`config.mk`:
```
export PLATFORM = sky130hd
export DESIGN_NAME = modexp_engine
export DESIGN_NICKNAME = d
export VERILOG_FILES = /design/src/rtl/modexp_pkg.sv /design/src/rtl/modexp_engine_modmul.sv /design/src/rtl/modexp_engine.sv
export SDC_FILE = /design/constraint.sdc
export NUM_CORES = 1
export LEC_CHECK = 0
export CAP_MARGIN = 20
export CELL_PAD_IN_SITES_DETAIL_PLACEMENT = 2
export CELL_PAD_IN_SITES_GLOBAL_PLACEMENT = 2
export CORE_MARGIN = 2
export CORE_UTILIZATION = 38
export DETAILED_ROUTE_END_ITERATION = 10
export PLACE_DENSITY = 0.81
export SYNTH_ARGS = -nofsm -noshare
export SYNTH_HDL_FRONTEND = slang
export SYNTH_SLANG_ARGS = --single-unit
```
`constraint.sdc`:
```
create_clock -name clk -period 11.68 [get_ports clk]
set_input_delay 1.168 -clock clk [delete_from_list [all_inputs] [get_ports clk]]
set_output_delay 1.168 -clock clk [all_outputs]
set_load 0.02 [all_outputs]
```
`src/rtl/modexp_pkg.sv`:
```
// Shared definitions for the modular exponentiator: FSM state encoding and
// the bit-index width helper.
package modexp_pkg;

    typedef enum logic [2:0] {
        IDLE,
        CHECK,
        RED,
        SQR,
        MUL,
        NEXT,
        DONE
    } state_e;

    // Never returns 0, so a 1-bit exponent still gets a usable index register.
    function automatic int unsigned clog2(input int unsigned v);
        int unsigned r;
        r = 0;
        for (int unsigned k = 0; k < 31; k++) begin
            if ((32'd1 << k) < v) r = k + 1;
        end
        return (r == 0) ? 1 : r;
    endfunction

endpackage

```
`src/rtl/modexp_engine_modmul.sv`:
```
// Bit-serial interleaved modular multiplier: p = a*b mod m in WIDTH+1 cycles
// from go to the cycle after rdy is seen (requires b < m).
module modmul_serial
    import modexp_pkg::*;
#(
    parameter int unsigned WIDTH = 32
) (
    input  logic             clk,
    input  logic             rst,
    input  logic             go,
    input  logic [WIDTH-1:0] a,
    input  logic [WIDTH-1:0] b,
    input  logic [WIDTH-1:0] m,
    output logic [WIDTH-1:0] p,
    output logic             rdy
);

    localparam int unsigned CW = clog2(WIDTH);
    localparam logic [CW-1:0] ITER_LAST = CW'(WIDTH - 1);

    logic [WIDTH-1:0] a_q, b_q, m_q;
    logic [WIDTH+1:0] p_q;
    logic [CW-1:0]    cnt_q;
    logic             run_q, rdy_q;

    // One MSB-first step: P < m and b < m keep 2P + b below 3m, so two
    // conditional subtractions always bring P back under m.
    function automatic logic [WIDTH+1:0] step(input logic [WIDTH+1:0] acc,
                                              input logic             ak,
                                              input logic [WIDTH-1:0] bv,
                                              input logic [WIDTH-1:0] mv);
        logic [WIDTH+1:0] t, mx;
        mx = {2'b00, mv};
        t  = {acc[WIDTH:0], 1'b0} + (ak ? {2'b00, bv} : '0);
        if (t >= mx) t = t - mx;
        if (t >= mx) t = t - mx;
        return t;
    endfunction

    // The go cycle already performs the first (MSB) iteration from P=0.
    always_ff @(posedge clk or negedge rst) begin
        if (!rst) begin
            a_q   <= '0;
            b_q   <= '0;
            m_q   <= '0;
            p_q   <= '0;
            cnt_q <= '0;
            run_q <= 1'b0;
            rdy_q <= 1'b0;
        end else begin
            rdy_q <= 1'b0;
            if (go) begin
                p_q   <= step('0, a[WIDTH-1], b, m);
                a_q   <= a << 1;
                b_q   <= b;
                m_q   <= m;
                cnt_q <= ITER_LAST;
                run_q <= (WIDTH > 1);
                rdy_q <= (WIDTH == 1);
            end else if (run_q) begin
                p_q   <= step(p_q, a_q[WIDTH-1], b_q, m_q);
                a_q   <= a_q << 1;
                cnt_q <= cnt_q - 1'b1;
                if (cnt_q == CW'(1)) begin
                    run_q <= 1'b0;
                    rdy_q <= 1'b1;
                end
            end
        end
    end

    assign p   = p_q[WIDTH-1:0];
    assign rdy = rdy_q;

endmodule

```
`src/rtl/modexp_engine.sv`:
```
// Left-to-right square-and-multiply modular exponentiator (base^exponent mod modulus).
// Define MODEXP_CONST_TIME_EN for exponent-independent latency (always executes MUL).
module modexp_engine
    import modexp_pkg::*;
#(
    parameter int unsigned WIDTH     = 32,
    parameter int unsigned EXP_WIDTH = 32
) (
    input  logic                 clk,
    input  logic                 rst,
    input  logic                 start,
    input  logic [WIDTH-1:0]     base,
    input  logic [EXP_WIDTH-1:0] exponent,
    input  logic [WIDTH-1:0]     modulus,
    output logic [WIDTH-1:0]     result,
    output logic                 busy,
    output logic                 done,
    output logic                 err
);

    localparam int unsigned   IW    = clog2(EXP_WIDTH);
    localparam logic [IW-1:0] I_TOP = IW'(EXP_WIDTH - 1);
`ifdef MODEXP_CONST_TIME_EN
    localparam bit CONST_TIME = 1'b1;
`else
    localparam bit CONST_TIME = 1'b0;
`endif

    state_e               state_q;
    logic [WIDTH-1:0]     base_q, mod_q, b_q, acc_q, result_q;
    logic [EXP_WIDTH-1:0] exp_q;
    logic [IW-1:0]        i_q;
    logic                 go_q, err_pend_q, err_q, busy_q, done_q;

    logic [WIDTH-1:0]     mm_a, mm_b, mm_p;
    logic                 mm_rdy;

    always_comb begin
        mm_a = '0;
        mm_b = '0;
        case (state_q)
            RED: begin
                mm_a = base_q;
                mm_b = WIDTH'(1);
            end
            SQR: begin
                mm_a = acc_q;
                mm_b = acc_q;
            end
            MUL: begin
                mm_a = acc_q;
                mm_b = b_q;
            end
            default: ;
        endcase
    end

    modmul_serial #(.WIDTH(WIDTH)) u_mul (
        .clk (clk),
        .rst (rst),
        .go  (go_q),
        .a   (mm_a),
        .b   (mm_b),
        .m   (mod_q),
        .p   (mm_p),
        .rdy (mm_rdy)
    );

    always_ff @(posedge clk or negedge rst) begin
        if (!rst) begin
            state_q    <= IDLE;
            base_q     <= '0;
            exp_q      <= '0;
            mod_q      <= '0;
            b_q        <= '0;
            acc_q      <= '0;
            i_q        <= '0;
            go_q       <= 1'b0;
            err_pend_q <= 1'b0;
            result_q   <= '0;
            err_q      <= 1'b0;
            busy_q     <= 1'b0;
            done_q     <= 1'b0;
        end else begin
            go_q   <= 1'b0;
            done_q <= 1'b0;
            case (state_q)
                IDLE: begin
                    busy_q <= start;
                    if (start) begin
                        base_q  <= base;
                        exp_q   <= exponent;
                        mod_q   <= modulus;
                        state_q <= CHECK;
                    end
                end
                CHECK: begin
                    if (mod_q == '0) begin
                        acc_q      <= '0;
                        err_pend_q <= 1'b1;
                        state_q    <= DONE;
                    end else if (mod_q == WIDTH'(1)) begin
                        acc_q      <= '0;
                        err_pend_q <= 1'b0;
                        state_q    <= DONE;
                    end else begin
                        acc_q      <= WIDTH'(1);
                        err_pend_q <= 1'b0;
                        go_q       <= 1'b1;
                        state_q    <= RED;
                    end
                end
                RED: if (mm_rdy) begin
                    b_q     <= mm_p;
                    i_q     <= I_TOP;
                    go_q    <= 1'b1;
                    state_q <= SQR;
                end
                SQR: if (mm_rdy) begin
                    acc_q <= mm_p;
                    if (exp_q[i_q] || CONST_TIME) begin
                        go_q    <= 1'b1;
                        state_q <= MUL;
                    end else begin
                        state_q <= NEXT;
                    end
                end
                // In constant-time builds a zero bit still runs MUL; the product is dropped.
                MUL: if (mm_rdy) begin
                    if (exp_q[i_q]) acc_q <= mm_p;
                    state_q <= NEXT;
                end
                NEXT: begin
                    if (i_q == '0) begin
                        state_q <= DONE;
                    end else begin
                        i_q     <= i_q - 1'b1;
                        go_q    <= 1'b1;
                        state_q <= SQR;
                    end
                end
                DONE: begin
                    result_q <= acc_q;
                    err_q    <= err_pend_q;
                    done_q   <= 1'b1;
                    state_q  <= IDLE;
                end
                default: state_q <= IDLE;
            endcase
        end
    end

    assign result = result_q;
    assign busy   = busy_q;
    assign done   = done_q;
    assign err    = err_q;

endmodule
```
==> run_results.csv, run 1 <==
group,metric,value,unit
placement,hpwl,75.2,mm
setup_path,crit_top_cell,"a31oi_1",
cts,clock_sinks,340,
min_path,min_path_type,"reg -> reg",
cts,cts_made_buffers,42,
global_route,grt_max_degree,156,
synthesis,synthesis.instances,2810,
cts,clock_latency,600,ps
setup_path,critPathCaptureType,"flop",
sta,fin_skew,21.3,ps
final_layout,syn_to_final_growth,14.7,%
cts,post-cts-setup-buffers,0,
routing,drt_wl_total,99.5,mm
min_path,hold_depth,2,
floorplan,coreArea,62900,um^2
floorplan,die_h,256,um
routing,via_per_inst,5.99,
floorplan,placementRows,92,
global_route,antenna_found_initial,2,
cts,clock_path_buffers,3,
synthesis,seq_area_frac_synth,0.353,
routing,via_count,22500,
sta,tightest_slew,1110,ps
routing,drc,0,
sta,clock.fmax,92.7,MHz
setup_path,r2r_slack,890,ps
routing,detail_route.iter0.violations,1245,
sta,rsz0062_at_grt,"no",
setup_path,regToRegStartpoint,"u_mul.a_q[31]",
sta,hold_viol,0,
final_layout,fin_area,27600,um^2
routing,avgRoutedWirePerCell,26.5,um
setup_path,cp_max_fo,30,
sta,slew_headroom,0.258,
synthesis,synth-seq-cells,340,
synthesis,synthesis.area,24100,um^2
floorplan,die_w,256,um
cts,cts_tree,"done",
sta,fin_crit,10790,ps
cts,ctsHoldBuffers,0,
setup_path,r2r-end,"u_mul.p_q[6]",
placement,dpl_cell_area,26200,um^2
cts,cts_root_buf,"clkbuf_16",
cts,post_cts_resized,0,
final_layout,drive_gt1_frac,0.0806,
cts,cts-htree-levels,2,
placement,port_buffers,133,
synthesis,syn_area_per_cell,8.57,um^2
cts,path_clk_slew,60,ps
routing,postRouteAntennaNets,0,
sta,min_period_over_period,0.923,
min_path,hold_start,"result[24]",
synthesis,synth_edf_count,0,
setup_path,crit_type,"reg -> reg",
sta,drv_slew,0,
setup_path,crit_arrival,11220,ps
setup_path,r2r_cells,39,
status,status,"complete, no violations",
setup_path,crit_path_max_incr_delay,920,ps
flow_run,maxCapViolCount,0,
min_path,whs_endpoint,"result[24]",
sta,fin_tns_setup,0,ps
sta,setup_violations,0,
global_route,grt_pass1_vias,24500,
global_route,grt_usage,0.301,
synthesis,synth_async_sr_flop_share,1.00,
setup_path,worstPathRequired,12120,ps
synthesis,synth_fp_nets,3077,
floorplan,io_pins,134,
synthesis,synth_cell_type_count,87,
synthesis,synth_flop_cell,"dfrtp_1",
routing,drtPass1Iterations,5,
setup_path,worst_setup_path_start_kind,"flop",
global_route,grt_pass1_wl,154,mm
placement,place_congestion,0.914,
setup_path,crit_path_top_delay_cell,"and4bb_2",
synthesis,ys_warn_count,0,
floorplan,initial_core_util,0.383,
final_layout,nets,3144,
floorplan,dieArea,65400,um^2
global_route,grt_overflow,0,
==> cell families after synthesis <==
kind of cell | synth area share
AND/OR/NAND/NOR | 0.170
flip-flops | 0.353
adder cells (fa/ha/maj) | 0.0888
multiplexers | 0.0765
AO/OA/AOI/OAI | 0.220
buffers and inverters | 0.0397
XOR/XNOR | 0.0513
==> synth_stat cells, types with 27 or more instances <==
cell type,n,share of area
nand2_1,432,0.067
dfrtp_1,340,0.35
a21oi_1,257,0.053
nor2_1,231,0.036
o21ai_0,205,0.043
ha_1,163,0.085
clkbuf_1,123,0.019
inv_1,105,0.016
mux2_2,91,0.043
xnor2_1,89,0.032
a21o_1,71,0.022
mux2i_1,58,0.024
xor2_1,52,0.019
and2_1,41,0.011
a221oi_1,38,0.014
a22oi_1,35,0.011
nor2b_1,34,0.0088
nor3_1,31,0.0064
nand3_1,30,0.0062
nand2b_1,28,0.0073
nand4_1,27,0.0070
o21a_1,27,0.0084
==> routing by layer <==
metal	wire, um	GRT usage	vias to the layer above
met5	12	0	-
met4	3910	0.112	2
met3	3810	0.0349	173
met2	49400	0.525	464
met1	42300	0.383	11700
li1	-	-	10100
==> critical path: cells and delay by family, from the launching register on <==
| kind | cells | cell delay [ps] |
|---|---|---|
| compound gates | 17 | 4630 |
| xor+xnor | 1 | 220 |
| fa+ha+maj | 5 | 1430 |
| buf+inv | 4 | 740 |
| flops | 1 | 570 |
| mux | 1 | 270 |
| simple gates | 11 | 2710 |
==> cells in the final DEF (no fill, tap or decap), types with 41 or more instances in the layout <==
| master | synthesis | layout |
|---|---|---|
| a21oi_1 | 257 | 257 |
| dfrtp_1 | 340 | 338 |
| xor2_1 | 52 | 52 |
| a21o_1 | 71 | 71 |
| nor2_1 | 231 | 231 |
| and2_1 | 41 | 41 |
| clkbuf_16 | 0 | 42 |
| mux2_2 | 91 | 91 |
| o21ai_0 | 205 | 205 |
| inv_1 | 105 | 104 |
| mux2i_1 | 58 | 58 |
| nand2_1 | 432 | 431 |
| ha_1 | 163 | 163 |
| xnor2_1 | 89 | 89 |
| clkdlybuf4s50_1 | 0 | 132 |
==> worst max-delay path by stage <==
stage	slack (ps)	end	start	depth (start not counted)
finish	890	u_mul.p_q[6]	u_mul.a_q[31]	39
global route	260	u_mul.p_q[6]	u_mul.a_q[31]	39
CTS	1120	u_mul.p_q[6]	u_mul.a_q[31]	39
detailed placement	1270	u_mul.p_q[8]	u_mul.a_q[31]	39
global placement	1840	u_mul.p_q[8]	u_mul.a_q[31]	39
floorplan	3380	u_mul.p_q[29]	u_mul.a_q[31]	39
==> state kept, by name (all words and copies together), names as in the netlist, 3 cells and up <==
signal and count:
i_q 5, b_q 32, u_mul.p_q 33, acc_q 32, result 32, base_q 32
exp_q 32, u_mul.cnt_q 5, mod_q 32, state_q 3, u_mul.b_q 32, u_mul.m_q 32
u_mul.a_q 31
==> stage by stage <==
stage | util | instances | setup slack (ps) | hold WS [ps]
5_1_grt | 0.440 | 3749 | 259 | 520
2_1_floorplan | - | 2810 | 3380 | 432
4_1_cts | 0.439 | 3747 | 1120 | 483
6_report | 0.440 | 3750 | 895 | 481
3_3_place_gp | 0.417 | 3677 | 1840 | 457
3_5_place_dp | 0.417 | 3677 | 1270 | 469
==> area by class of cell <==
| cell class | count | area, um^2 |
|---|---|---|
| Clock inverter | 14 | 190 |
| Clock buffer | 56 | 1160 |
| Inverter | 106 | 398 |
| Antenna cell | 1 | 2.50 |
| Fill cell | 6914 | 35200 |
| Sequential cell | 340 | 8510 |
| Tap cell | 846 | 1060 |
| Multi-Input combinational cell | 2224 | 14700 |
| Timing Repair Buffer | 163 | 1630 |
Power of run 1 is not shown: default switching activity piles up to over one toggle a cycle in this logic, so the estimate is an artifact.
==> run 2, diff against run 1 <==
- CORE_MARGIN: 2 -> 3
==> run_results.csv, run 2 (synthesis results as in run 1) <==
group,metric,value,unit
cts,cts-htree-levels,2,
global_route,grt_pass1_vias,24900,
flow_run,maxCapViolCount,0,
setup_path,r2r_cells,37,
final_layout,n_fill_cell,6860,
min_path,whs_endpoint,"result[26]",
cts,cts_tree,"done",
final_layout,final_common_cell,"nand2_1",
cts,clock_latency,580,ps
placement,place_congestion,0.937,
routing,detail_route.iter0.violations,1442,
sta,slew_headroom,0.271,
cts,cts_made_buffers,43,
final_layout,layout_common_cells,"nand2_1, dfrtp_1, a21oi_1",
sta,fin_crit,10640,ps
floorplan,coreArea,62200,um^2
routing,drc,0,
cts,clock_path_buffers,3,
setup_path,r2r_slack,1040,ps
floorplan,placementRows,91,
placement,port_buffers,133,
floorplan,die_w,258,um
cts,ctsHoldBuffers,0,
setup_path,crit_type,"reg -> reg",
setup_path,regToRegStartpoint,"u_mul.a_q[31]",
cts,post-cts-setup-buffers,0,
floorplan,dieArea,66500,um^2
sta,rsz0062_at_grt,"no",
routing,drt_wl_total,101,mm
sta,fin_tns_setup,0,ps
routing,drtPass1Iterations,5,
sta,drv_slew,0,
setup_path,crit_top_cell,"a31oi_1",
sta,setup_violations,0,
final_layout,fin_util,0.445,
routing,postRouteAntennaNets,0,
setup_path,worstPathRequired,12140,ps
setup_path,cp_max_fo,25,
final_layout,largest_reg_flops,33,
sta,clock.fmax,94.0,MHz
cts,path_clk_slew,60,ps
setup_path,crit_path_top_delay_cell,"o211a_1",
setup_path,worst_setup_path_start_kind,"flop",
min_path,hold_start,"result[26]",
global_route,grt_usage,0.301,
cts,clock_sinks,340,
global_route,grt_pass1_wl,155,mm
final_layout,syn_to_final_growth,15.0,%
routing,avgRoutedWirePerCell,27.0,um
floorplan,initial_core_util,0.387,
floorplan,io_pins,134,
sta,min_period_over_period,0.911,
floorplan,die_h,258,um
cts,post_cts_resized,0,
setup_path,critPathCaptureType,"flop",
placement,hpwl,76.2,mm
min_path,hold_depth,2,
sta,tightest_slew,1090,ps
final_layout,top_register,"u_mul.p_q",
cts,cts_root_buf,"clkbuf_16",
setup_path,crit_arrival,11100,ps
global_route,antenna_found_initial,6,
setup_path,crit_path_max_incr_delay,740,ps
sta,fin_skew,13.4,ps
status,status,"complete, no violations",
global_route,grt_max_degree,159,
final_layout,drive_gt1_frac,0.0841,
setup_path,r2r-end,"u_mul.p_q[5]",
final_layout,nets,3148,
min_path,min_path_type,"reg -> reg",
sta,hold_viol,0,
global_route,grt_overflow,0,
routing,via_per_inst,5.96,
routing,via_count,22400,
[run 2: cell types whose count changed in the layout (fill, tap and decap cells not counted), moves of 2 or more]
cell,delta
clkbuf_1,-2
buf_4,+4
bufinv_16,+2
clkinv_16,-2
clkinv_4,+2
clkinv_2,+4
[run 2: per-layer routing]
| layer | part of all wire | global-route usage | vias to the layer above |
|---|---|---|---|
| met1 | 0.41 | 0.365 | 11500 |
| li1 | - | - | 10200 |
| met3 | 0.041 | 0.0440 | 219 |
| met2 | 0.49 | 0.519 | 488 |
| met4 | 0.059 | 0.159 | 2 |
| met5 | 0.00013 | 0 | - |
[run 2: per-stage QoR]
stage / cell area (um^2) / cells / hold WS, ps / worst slack (ps)
after global placement: 26200 / 3671 / 458 / 1680
final: 27700 / 3752 / 476 / 1040
after CTS: 27700 / 3749 / 484 / 1110
after global routing: 27700 / 3752 / 502 / 60.7
after detailed placement: 26200 / 3671 / 470 / 1240
after floorplan: 24100 / 2810 / 432 / 3380
[run 2: layout make-up]
cell class | instances | area, um^2 | share of cell area
clock buffer | 56 | 1190 | 0.0431
inverter | 106 | 398 | 0.0144
clock inverter | 22 | 244 | 0.00881
antenna | 1 | 2.50 | 0.0000904
multi-input combinational | 2224 | 14700 | 0.530
tap | 837 | 1050 | 0.0378
timing repair buffer | 166 | 1620 | 0.0585
sequential | 340 | 8510 | 0.307
[run 2: worst max-delay path by stage]
| stage | from | end | slack, ps | depth (start not counted) |
|---|---|---|---|---|
| 2_1_floorplan | u_mul.a_q[31] | u_mul.p_q[29] | 3380 | 39 |
| 3_3_place_gp | u_mul.a_q[31] | u_mul.p_q[5] | 1680 | 38 |
| 3_5_place_dp | u_mul.a_q[31] | u_mul.p_q[5] | 1240 | 37 |
| 4_1_cts | u_mul.a_q[31] | u_mul.p_q[5] | 1110 | 37 |
| 5_1_grt | u_mul.a_q[31] | u_mul.p_q[5] | 60 | 37 |
| 6_report | u_mul.a_q[31] | u_mul.p_q[5] | 1040 | 37 |
[run 2: worst max-delay path, delay by kind of cell, from the launching register on]
family,cells,cell delay [ps]
fa+ha+maj,4,1270
mux,1,230
simple gates,12,2430
buf+inv,3,800
flops,1,730
compound gates,16,4830
xor+xnor,1,200
Power of run 2 is left out for the same reason.
==> run 3, diff against run 2 <==
- REMOVE_ABC_BUFFERS: unset -> 1
==> run_results.csv, run 3 (synthesis results as in run 1) <==
group,metric,value,unit
status,status,"complete, no violations",
setup_path,worstPathRequired,12140,ps
final_layout,layout_common_cells,"nand2_1, dfrtp_1, a21oi_1",
setup_path,crit_path_max_incr_delay,850,ps
sta,drv_slew,0,
flow_run,maxCapViolCount,0,
min_path,min_path_type,"reg -> reg",
cts,clock_sinks,340,
setup_path,critPathCaptureType,"flop",
final_layout,top_register,"u_mul.p_q",
final_layout,nets,3149,
floorplan,die_w,258,um
floorplan,coreArea,62200,um^2
global_route,grt_usage,0.295,
placement,hpwl,72.2,mm
routing,via_per_inst,5.94,
routing,drt_wl_total,100,mm
floorplan,initial_core_util,0.387,
routing,drtPass1Iterations,5,
cts,clock_path_buffers,3,
floorplan,placementRows,91,
sta,min_period_over_period,0.911,
floorplan,dieArea,66500,um^2
sta,worst_slack,1040,ps
cts,path_clk_slew,60,ps
final_layout,syn_to_final_growth,15.0,%
global_route,grt_overflow,0,
final_layout,fin_area,27700,um^2
cts,ctsHoldBuffers,0,
setup_path,cp_max_fo,25,
cts,clock_latency,600,ps
cts,cts_tree,"done",
setup_path,crit_type,"reg -> reg",
sta,clock.fmax,94.0,MHz
placement,dpl_cell_area,26300,um^2
routing,detail_route.iter0.violations,1292,
sta,fin_skew,34.6,ps
floorplan,io_pins,134,
sta,fin_crit,10640,ps
routing,postRouteAntennaNets,0,
sta,hold_ws,485,ps
routing,drc,0,
global_route,grt_pass1_wl,154,mm
cts,post-cts-setup-buffers,0,
setup_path,crit_path_top_delay_cell,"dfrtp_1",
final_layout,final_common_cell,"nand2_1",
cts,cts-htree-levels,2,
routing,avgRoutedWirePerCell,26.7,um
final_layout,drive_gt1_frac,0.0837,
global_route,grt_pass1_vias,25000,
sta,hold_viol,0,
final_layout,largest_reg_flops,33,
sta,setup_violations,0,
sta,tightest_slew,1130,ps
placement,place_congestion,0.930,
sta,rsz0062_at_grt,"no",
sta,slew_headroom,0.244,
cts,cts_made_buffers,42,
routing,via_count,22300,
global_route,grt_max_degree,135,
cts,cts_root_buf,"clkbuf_16",
setup_path,crit_top_cell,"a31oi_1",
setup_path,worst_setup_path_start_kind,"flop",
placement,port_buffers,133,
cts,post_cts_resized,0,
placement,dpl_worst_slack,1160,ps
global_route,antenna_found_initial,4,
floorplan,die_h,258,um
setup_path,crit_arrival,11100,ps
[run 3: changes by cell type in the layout (fill, tap and decap cells not counted), sizes merged]
cell      delta
buf          +2
bufinv       -1
clkbuf       +3
clkinvlp     -1
diode        +2
inv          -3
[run 3: metrics by stage]
stage / util / std cells / TNS [ps]
finish: 0.446 / 3754 / 0
global placement: 0.422 / 3673 / 0
CTS: 0.445 / 3750 / 0
global route: 0.446 / 3754 / 0
detailed placement: 0.422 / 3674 / 0
floorplan: - / 2670 / -136940
[run 3: layer usage]
layer | vias to the layer above | global-route usage | routed length [um]
li1 | 10100 | - | -
met1 | 11400 | 0.354 | 40800
met2 | 494 | 0.513 | 49700
met3 | 231 | 0.0334 | 3280
met4 | 2 | 0.172 | 6520
met5 | - | 0 | 13
[run 3: layout make-up]
cell class | count | area, um^2
inverters | 106 | 399
clock inverters | 17 | 213
diodes | 3 | 7.51
well taps | 837 | 1050
fillers | 6772 | 34500
repair buffers | 168 | 1640
multi-input cells | 2224 | 14700
clock buffers | 59 | 1190
flip-flops and latches | 340 | 8510
[run 3: path summary, 6_finish.rpt]
check                               from  cells after the start  slack [ps]       endpoint
max in group asynchronous            rst                      3        8920      acc_q[31]
setup reg to reg           u_mul.a_q[31]                     38        1040  u_mul.p_q[14]
hold / removal                    b_q[3]                      2         480         b_q[3]
hold reg to reg                   b_q[3]                      2         480         b_q[3]
setup / recovery           u_mul.a_q[31]                     38        1040  u_mul.p_q[14]
min in group asynchronous            rst                      1         600      mod_q[29]
[run 3: critical path, delay by kind of cell (launching register included)]
family | cells | cell delay (ps)
buf+inv | 3 | 530
flops | 1 | 850
xor+xnor | 1 | 190
mux | 1 | 290
compound gates | 17 | 4810
simple gates | 11 | 2380
fa+ha+maj | 5 | 1450
Power of run 3 is left out for the same reason.
